==> src/rtl/serial_subtractor_pkg.sv <==
`default_nettype none
// ============================================================================
// Module  : arith_pkg
// Purpose : Shared arithmetic-datapath constants. Holds the state encoding for
//           the bit-serial subtractor controller and the widest legal operand.
// Ports   : none (package)
// Revision: 1.0 - initial release
// ============================================================================
package arith_pkg;

    // Controller state encoding (explicit 2-bit width)
    localparam logic [1:0] ST_IDLE  = 2'd0;
    localparam logic [1:0] ST_SHIFT = 2'd1;
    localparam logic [1:0] ST_DONE  = 2'd2;

    // Widest operand the serial datapath is qualified for
    localparam int MAX_WIDTH = 32;

endpackage : arith_pkg
`default_nettype wire

==> src/rtl/serial_subtractor_if.sv <==
`default_nettype none
// ============================================================================
// Module  : serial_subtractor_if
// Purpose : Start/done handshake and operand/result bundle between a
//           controlling FSM (master) and the serial subtractor (slave).
// Ports   : start, a, b            master -> slave
//           busy, done, diff,
//           borrow_out, ovf        slave  -> master
// Revision: 1.0 - initial release
// ============================================================================
interface serial_subtractor_if #(
    parameter int WIDTH = 8
);
    logic             start;
    logic [WIDTH-1:0] a;
    logic [WIDTH-1:0] b;
    logic             busy;
    logic             done;
    logic [WIDTH-1:0] diff;
    logic             borrow_out;
    logic             ovf;

    modport master (
        output start, a, b,
        input  busy, done, diff, borrow_out, ovf
    );

    modport slave (
        input  start, a, b,
        output busy, done, diff, borrow_out, ovf
    );
endinterface : serial_subtractor_if
`default_nettype wire

==> src/rtl/serial_subtractor_fs.sv <==
`default_nettype none
// ============================================================================
// Module  : full_subtractor (plus xor_gate2 / and_gate / or_gate cells)
// Purpose : One-bit full subtractor built from the two-input gate cells of
//           the ripple-carry datapath library.
//             D    = A ^ B ^ Bin
//             Bout = (~A & B) | (~(A ^ B) & Bin)
// Ports   : A, B, Bin  in   minuend bit, subtrahend bit, borrow in
//           D, Bout    out  difference bit, borrow out
// Revision: 1.0 - initial release
// ============================================================================
module xor_gate2 (
    input  wire logic a,
    input  wire logic b,
    output wire logic y
);
    assign y = a ^ b;
endmodule : xor_gate2

module and_gate (
    input  wire logic a,
    input  wire logic b,
    output wire logic y
);
    assign y = a & b;
endmodule : and_gate

module or_gate (
    input  wire logic a,
    input  wire logic b,
    output wire logic y
);
    assign y = a | b;
endmodule : or_gate

module full_subtractor (
    input  wire logic A,
    input  wire logic B,
    input  wire logic Bin,
    output wire logic D,
    output wire logic Bout
);
    logic w_axb;
    logic w_gen;    // borrow generated here: A=0, B=1
    logic w_prop;   // borrow propagated: A==B and a borrow came in

    xor_gate2 u_xor_ab  (.a(A),      .b(B),   .y(w_axb));
    xor_gate2 u_xor_d   (.a(w_axb),  .b(Bin), .y(D));
    and_gate  u_and_gen (.a(~A),     .b(B),   .y(w_gen));
    and_gate  u_and_prp (.a(~w_axb), .b(Bin), .y(w_prop));
    or_gate   u_or_bout (.a(w_gen),  .b(w_prop), .y(Bout));
endmodule : full_subtractor
`default_nettype wire

==> src/rtl/serial_subtractor.sv <==
`default_nettype none
// ============================================================================
// Module  : serial_subtractor
// Purpose : Bit-serial a - b, LSB first, one bit per clock through a single
//           full_subtractor cell; borrow is held in a flop between cycles.
//           Latency WIDTH+1 cycles from accept to done, one operation per
//           WIDTH+2 cycles. All outputs registered.
// Ports   : clk         in   rising-edge clock
//           rst         in   synchronous active-high reset
//           bus         slave modport of serial_subtractor_if
//                       (start/a/b in; busy/done/diff/borrow_out/ovf out)
// Params  : WIDTH       operand width, legal range 2..MAX_WIDTH
// Revision: 1.0 - initial release
// ============================================================================
module serial_subtractor
    import arith_pkg::*;
#(
    parameter int WIDTH = 8
) (
    input  wire logic          clk,
    input  wire logic          rst,
    serial_subtractor_if.slave bus
);
    localparam int               CNT_W    = $clog2(WIDTH);
    localparam logic [CNT_W-1:0] CNT_LAST = CNT_W'(WIDTH - 1);

    logic [1:0]       r_state;
    logic [WIDTH-1:0] r_a_sr;
    logic [WIDTH-1:0] r_b_sr;
    // Only WIDTH-1 result bits need storing: the last bit comes straight from
    // the cell in the final SHIFT cycle.
    logic [WIDTH-2:0] r_d_sr;
    logic [CNT_W-1:0] r_cnt;
    logic             r_borrow;
    logic             r_a_msb;
    logic             r_b_msb;
    logic             r_busy;
    logic             r_done;
    logic [WIDTH-1:0] r_diff;
    logic             r_borrow_out;
    logic             r_ovf;

    logic             w_d;
    logic             w_bout;
    logic [WIDTH-1:0] w_shift;

    full_subtractor u_fs (
        .A    (r_a_sr[0]),
        .B    (r_b_sr[0]),
        .Bin  (r_borrow),
        .D    (w_d),
        .Bout (w_bout)
    );

    // Result register with the current bit shifted in at the MSB
    assign w_shift = {w_d, r_d_sr};

    always_ff @(posedge clk) begin
        if (rst) begin
            r_state      <= ST_IDLE;
            r_a_sr       <= '0;
            r_b_sr       <= '0;
            r_d_sr       <= '0;
            r_cnt        <= '0;
            r_borrow     <= 1'b0;
            r_a_msb      <= 1'b0;
            r_b_msb      <= 1'b0;
            r_busy       <= 1'b0;
            r_done       <= 1'b0;
            r_diff       <= '0;
            r_borrow_out <= 1'b0;
            r_ovf        <= 1'b0;
        end else begin
            r_done <= 1'b0;
            case (r_state)
                ST_IDLE: begin
                    if (bus.start) begin
                        r_a_sr   <= bus.a;
                        r_b_sr   <= bus.b;
                        r_a_msb  <= bus.a[WIDTH-1];
                        r_b_msb  <= bus.b[WIDTH-1];
                        r_cnt    <= '0;
                        r_borrow <= 1'b0;
                        r_busy   <= 1'b1;
                        r_state  <= ST_SHIFT;
                    end
                end
                ST_SHIFT: begin
                    r_a_sr   <= r_a_sr >> 1;
                    r_b_sr   <= r_b_sr >> 1;
                    r_d_sr   <= w_shift[WIDTH-1:1];
                    r_borrow <= w_bout;
                    r_cnt    <= r_cnt + 1'b1;
                    if (r_cnt == CNT_LAST) begin
                        // Results are loaded on the edge entering DONE so they
                        // are already valid during the done pulse.
                        r_state      <= ST_DONE;
                        r_done       <= 1'b1;
                        r_diff       <= w_shift;
                        r_borrow_out <= w_bout;
                        r_ovf        <= (r_a_msb ^ r_b_msb) & (w_d ^ r_a_msb);
                    end
                end
                ST_DONE: begin
                    r_busy  <= 1'b0;
                    r_state <= ST_IDLE;
                end
                default: begin
                    r_busy  <= 1'b0;
                    r_state <= ST_IDLE;
                end
            endcase
        end
    end

    assign bus.busy       = r_busy;
    assign bus.done       = r_done;
    assign bus.diff       = r_diff;
    assign bus.borrow_out = r_borrow_out;
    assign bus.ovf        = r_ovf;

endmodule : serial_subtractor
`default_nettype wire

==> src/flat_wrapper.sv <==
// flat-port wrapper written by rule: the top's interface ports become plain ports
module serial_subtractor_flat import arith_pkg::*;
#(
    parameter int WIDTH = 8
)
  (clk, rst, bus_start, bus_a, bus_b, bus_busy, bus_done, bus_diff, bus_borrow_out, bus_ovf);
  serial_subtractor_if #(.WIDTH(WIDTH)) bus_i ();
  input  wire logic clk;
  input  wire logic rst;
  input wire logic [$bits(bus_i.start)-1:0] bus_start;
  input wire logic [$bits(bus_i.a)-1:0] bus_a;
  input wire logic [$bits(bus_i.b)-1:0] bus_b;
  output wire logic [$bits(bus_i.busy)-1:0] bus_busy;
  output wire logic [$bits(bus_i.done)-1:0] bus_done;
  output wire logic [$bits(bus_i.diff)-1:0] bus_diff;
  output wire logic [$bits(bus_i.borrow_out)-1:0] bus_borrow_out;
  output wire logic [$bits(bus_i.ovf)-1:0] bus_ovf;
  assign bus_i.start = bus_start;
  assign bus_i.a = bus_a;
  assign bus_i.b = bus_b;
  assign bus_busy = bus_i.busy;
  assign bus_done = bus_i.done;
  assign bus_diff = bus_i.diff;
  assign bus_borrow_out = bus_i.borrow_out;
  assign bus_ovf = bus_i.ovf;
  serial_subtractor #(.WIDTH(WIDTH)) u_core (.clk(clk), .rst(rst), .bus(bus_i));
endmodule
==> config.mk <==
export PLATFORM = sky130hd
export DESIGN_NAME = serial_subtractor_flat
export DESIGN_NICKNAME = d
export VERILOG_FILES = /design/src/rtl/serial_subtractor_pkg.sv /design/src/rtl/serial_subtractor_if.sv /design/src/rtl/serial_subtractor_fs.sv /design/src/rtl/serial_subtractor.sv /design/src/flat_wrapper.sv
export SDC_FILE = /design/constraint.sdc
export NUM_CORES = 1
export LEC_CHECK = 0
export ABC_CLOCK_PERIOD_IN_PS = 1600
export BUFFER_PORTS_ARGS = -buffer_cell sky130_fd_sc_hd__buf_2
export CORE_MARGIN = 1
export CORE_UTILIZATION = 49
export DETAILED_ROUTE_END_ITERATION = 6
export PLACE_DENSITY = 0.8
export SETUP_SLACK_MARGIN = 0.02
export SYNTH_ARGS = -nofsm -noshare
export SYNTH_HDL_FRONTEND = slang
export SYNTH_SLANG_ARGS = --single-unit
==> constraint.sdc <==
create_clock -name clk -period 1.6 [get_ports clk]
set_clock_uncertainty 0.1 [all_clocks]
set_input_delay 0.4 -clock clk [delete_from_list [all_inputs] [get_ports clk]]
set_output_delay 0.4 -clock clk [all_outputs]
set_load 0.01 [all_outputs]
---- Word level (Yosys, flattened, before mapping) ----
Index checks and enable logic that the tools add are counted.
word-level totals
  register bits after elaboration ......... 43
  logic and storage cells ................. 51
cells by class
  add/subtract/negate cells ............... 1
  equality and inequality tests ........... 4
  multiplexer cells ....................... 14
  bitwise logic cells ..................... 11
  reductions and logical operators ........ 8
operator list
  cell                 number
  $pmux 8 s2           2
  $mux 8               2
  $reduce_and 2->1     5
  $pmux 3 s2           1
  $mux 2               2
  $pmux 1 s2           2
  $pmux 2 s2           1
  $xor 1x1->1          4
  $add 3x1->3 const B  1
  $and 1x1->1          3
  $eq 3x3->1 const B   1
  $mux 1               3
  $mux 3               1
  $not 1->1            3
  $eq 2x1->1 const B   1
  $logic_not 2->1      1
  $ne 2x1->1 const B   1
  $ne 2x2->1 const B   1
  $reduce_bool 2->1    1
  $reduce_or 2->1      1
  $or 1x1->1           1

---- Depth between registers and ports, before layout ----
  depth after elaboration ................. 5
  depth in mapped cells ................... 6

---- By module ----
A second synthesis with hierarchy kept.
second synthesis, totals
  cells, all modules ...................... 194
  area total of the unflattened synthesis .. 1813.0 µm²
by module, submodules not included
  module             times used  cells each  area an instance (µm²)  sequential area each (µm²)
  serial_subtractor  1           187         1769.2                  860.8
  xor_gate2          2           1           8.8                     0.0
  and_gate           2           1           6.3                     0.0
  full_subtractor    1           2           7.5                     0.0
  or_gate            1           1           6.3                     0.0

---- Least setup slack after synthesis ----
No wires, ideal clock.
  path type ............................... register to register
  start ................................... reg u_core.r_b_sr[0]
  end ..................................... reg u_core.r_ovf (netlist: u_core.bus.ovf)
  library setup time ...................... 0.091 ns
  arrival time ............................ 1.533 ns
  path slack .............................. -0.124 ns
  cell stages (with the launch flop) ...... 5
  path buffers ............................ 0
  clock period less this slack ............ 1.724 ns
  cells stage by stage .................... dfxtp_1 -> inv_1 -> fa_1 -> or3b_2 -> a311oi_1
between the ends
  cells in the longest elaborated chain, start to end .. 4
RTL lines
  item                      RTL line                    text
  from (decl)               serial_subtractor.sv:29     logic [WIDTH-1:0] r_b_sr;
  from (signal assigned)    serial_subtractor.sv:79     r_b_sr <= bus.b;
  from (signal assigned)    serial_subtractor.sv:90     r_b_sr <= r_b_sr >> 1;
  $xor 1x1->1 (2 in a row)  serial_subtractor_fs.sv:17  assign y = a ^ b;
  named net u_core.u_fs.D   serial_subtractor_fs.sv:40  output wire logic D,
  $xor 1x1->1               serial_subtractor.sv:101    r_ovf <= (r_a_msb ^ r_b_msb) & (w_d ^ r_a_msb);
  $and 1x1->1               serial_subtractor.sv:101
  to (signal assigned)      serial_subtractor.sv:101
  to (decl)                 serial_subtractor.sv:41     logic r_ovf;
The timed path passes the listed nets, and every way through them passes these cells.
A chain may end at the register's enable or synchronous reset.

---- Worst setup path in the final report ----
Same ends and word-level chain as after synthesis.

==> metrics.md <==
| Metric | Value |
|---|---|
| Library cells used by synthesis | `28` |
| Via/cell ratio | `around 5.0` |
| Peak VDD IR | `0.000669 V` |
| Setup ws final | `-0.0397 ns` |
| Critical path's slowest cell | `fa_1` |
| Share of layout cells above drive strength 1 | `31.5%` |
| Reg clk slew, reported paths | `0.11 ns` |
| GRT Total Usage | `18.2%` |
| Failing checks | `setup timing` |
| Via count | `between 1k and 1.5k` |
| Total placed instance area | `2010 um2` |
| DRC | `0` |
| FMAX | `610 MHz` |
| Crit path DAT | `1.80 ns` |
| Placer congestion estimate | `0.723` |
| Count of non-filler cells in the finished layout | `about 270` |
| Synth warn | `0` |
| First-pass GRT wire length | `5550 um` |
| Fillers | `between 300 and 400` |
| Num CTS Buffers | `5` |
| Initial drt markers | `60` |
| CP required | `1.76 ns` |
| Final Power | `1.99 mW` |
| Yosys top cell area share | `approximately half` |
| Hold Buf Count CTS | `0` |
| Commonest cells after routing, fill and taps aside | `dfxtp_1 (40), nand2_1 (30), buf_2 (30)` |
| Crit start category | `register` |
| Hold Vio Cnt, Final | `0` |
| Clock sink count | `43` |
| Clock Latency Late Sink | `0.35 ns` |
| Setup Viol. Count Final | `1` |
| Crit-path max cell delay | `0.46 ns` |
| Largest cells by area after synthesis | `dfxtp_1 (48%), a211oi_2 (9.8%), mux2i_1 (9.5%), nand2_1 (6.3%), nor2_1 (5.7%)` |
| Crit path buf inv count | `1` |
| Relative slew margins | `66.6%` |
| Unrepaired setup endpoints after global routing | `yes` |
| Clk Tree Root Cell | `clkbuf_4` |
| WL final | `3120 um` |
| Die X | `62.4 um` |
| CP Capture Type | `register` |
| Wirelength per Cell | `11.8 um` |
| #FFs+latches synth | `43` |
| H-tree depth | `2` |
| Die Y | `62.4 um` |
| Mapped Cells | `184` |
| Clock tree buffer depth | `2` |
| Fin nets | `between 200 and 250` |
| Total I/O pin count | `31` |
| Tcrit/Tclk final | `102%` |
| Syn_area_per_cell | `9.71 um2` |
| Grt ovf | `0` |
| Vias in the first global route | `1257` |
| Largest net degree at the start of global routing | `29` |
| Antenna Cells | `0` |
| Pwr per Cell Area | `952 nW/um2` |
| Register area share after synthesis | `48.2%` |
| Most common cell after layout, fill and taps aside | `dfxtp_1` |
| Fin crit period | `1.64 ns` |
| Core Footprint | `3420 um2` |
| Area grow syn2layout | `16.7%` |
| First-pass DRT Iterations | `5` |
| Final ANT Viol Nets | `0` |
| # Max-Cap Violations | `0` |
| Critical Path Fanout Max | `2` |
| Mapped Area | `1790 um2` |
| Hold Crit Class | `input port to register` |
| Row count | `21` |
| CTS tree | `yes` |
| Leak pwr | `between 0.8 and 0.9 nW` |
| CP Class | `register to register` |
| Hold slack | `0.215 ns` |
| Worst-margin pin slew | `~0.50 ns` |
| Syn_nets | `206` |
| Status | `finished with violations` |
| Initial Utilization | `52.3%` |
| I/O Buffers | `30` |
| Design area | `2090 um2` |
| Top Family by Delay on Critical Path | `adder cells` |
| Crit-path cells | `inv_2 > fa_1 > or3b_4 > a311oi_1` |
| DP HPWL | `2230 um` |
| Total die area | `about 3900 um2` |
| Slew Limit Fails | `0` |
| Post-synth top area cell | `dfxtp_1` |
| Placed Cells incl. Taps | `256` |
| Initial antenna violation count | `0` |
## layer usage
metal / up-vias / share of wire (%) / global-route usage (%)
met4: 0 / 2.0 / 9.01
met5: - / 0 / 0
met1: 599 / 51 / 22.7
met2: 23 / 43 / 29.5
met3: 7 / 3.8 / 4.20
li1: 703 / - / -
## flip-flops by register name (all words and copies together) (netlist names)
signal                 count
u_core.r_cnt               3
u_core.r_state             2
u_core.r_a_msb             1
u_core.r_b_msb             1
u_core.r_b_sr              8
u_core.r_d_sr              7
u_core.bus.ovf             1
u_core.r_borrow            1
u_core.bus.diff            8
u_core.bus.busy            1
u_core.bus.done            1
u_core.r_a_sr              8
u_core.bus.borrow_out      1
## worst paths after layout
path,start,to,slack (ns),cells after the start
max,u_core.r_b_sr[0]$_SDFFE_PP0P_,u_core.bus.ovf$_SDFFE_PP0P_,-0.04,4
min,bus_b[7],u_core.r_b_msb$_SDFFE_PP0P_,0.22,3
max reg2reg,u_core.r_b_sr[0]$_SDFFE_PP0P_,u_core.bus.ovf$_SDFFE_PP0P_,-0.04,4
min reg2reg,u_core.bus.diff[6]$_SDFFE_PP0P_,u_core.bus.diff[6]$_SDFFE_PP0P_,0.36,2
## per-stage QoR
stage               worst slack [ns]  setup TNS, ns  util [%]
global route                 -0.0947         -0.160      61.1
CTS                          -0.0407        -0.0407      60.8
finish                       -0.0397        -0.0397      61.1
floorplan                    -0.0308        -0.0308         -
detailed placement           -0.0372        -0.0372      58.7
global placement            -0.00375       -0.00375      58.7
## synthesized netlist by cell type
cell and count:
or3b_2 1, nand2b_1 1, dfxtp_1 43, buf_2 2, nor3_1 1, a211oi_1 1
buf_4 1, fa_1 1, a211oi_2 14, clkbuf_1 5, a2bb2oi_1 1, nor2b_1 1
a311oi_1 1, nand2_1 30, ha_1 2, o21ba_1 1, inv_1 3, nand3b_1 2
o21bai_1 1, a21oi_1 16, buf_1 1, and3b_1 1, a22oi_1 4, buf_6 4
nor2_1 27, a2111oi_1 1, mux2i_1 17, nor3b_2 1
## tightest hold or removal path, delay by kind of cell
family | cells | cell delay [ns]
muxes | 1 | 0.06
and+or+nand+nor | 1 | 0.08
buffers and inverters | 1 | 0.09
## timing repair
| item | CTS | global route |
|---|---|---|
| endpoints found under the setup margin | 1 | 10 |
| pin swaps | 1 | 1 |
| buffers inserted | 0 | 1 |
| resized for setup | 2 | 2 |
## report_power, final
group	internal [mW]	leakage (nW)	switching, mW
combinational	0.123	0.463	0.130
clock	0.259	0.0386	0.324
sequential	1.12	0.353	0.0304
total	1.50	0.854	0.485
## area by class of cell
| type | count | area [um2] | share of cell area [%] |
|---|---|---|---|
| inverter | 3 | 11.3 | 0.540 |
| tap | 46 | 57.6 | 2.76 |
| clock buffer | 8 | 68.8 | 3.30 |
| multi-input combinational | 125 | 833 | 40.0 |
| timing repair buffer | 40 | 250 | 12.0 |
| sequential | 43 | 865 | 41.5 |
## logic make-up after synthesis
logic type                 count (synthesis)  synth area share, %
buffers and inverters                     16                 5.39
and+or+nand+nor                           65                 15.5
AOI/OAI and AO/OA                         40                 18.9
muxes                                     17                 9.52
DFF                                       43                 48.2
adders and majority gates                  3                 2.52
No activity file was read; power rests on OpenSTA's default activity.
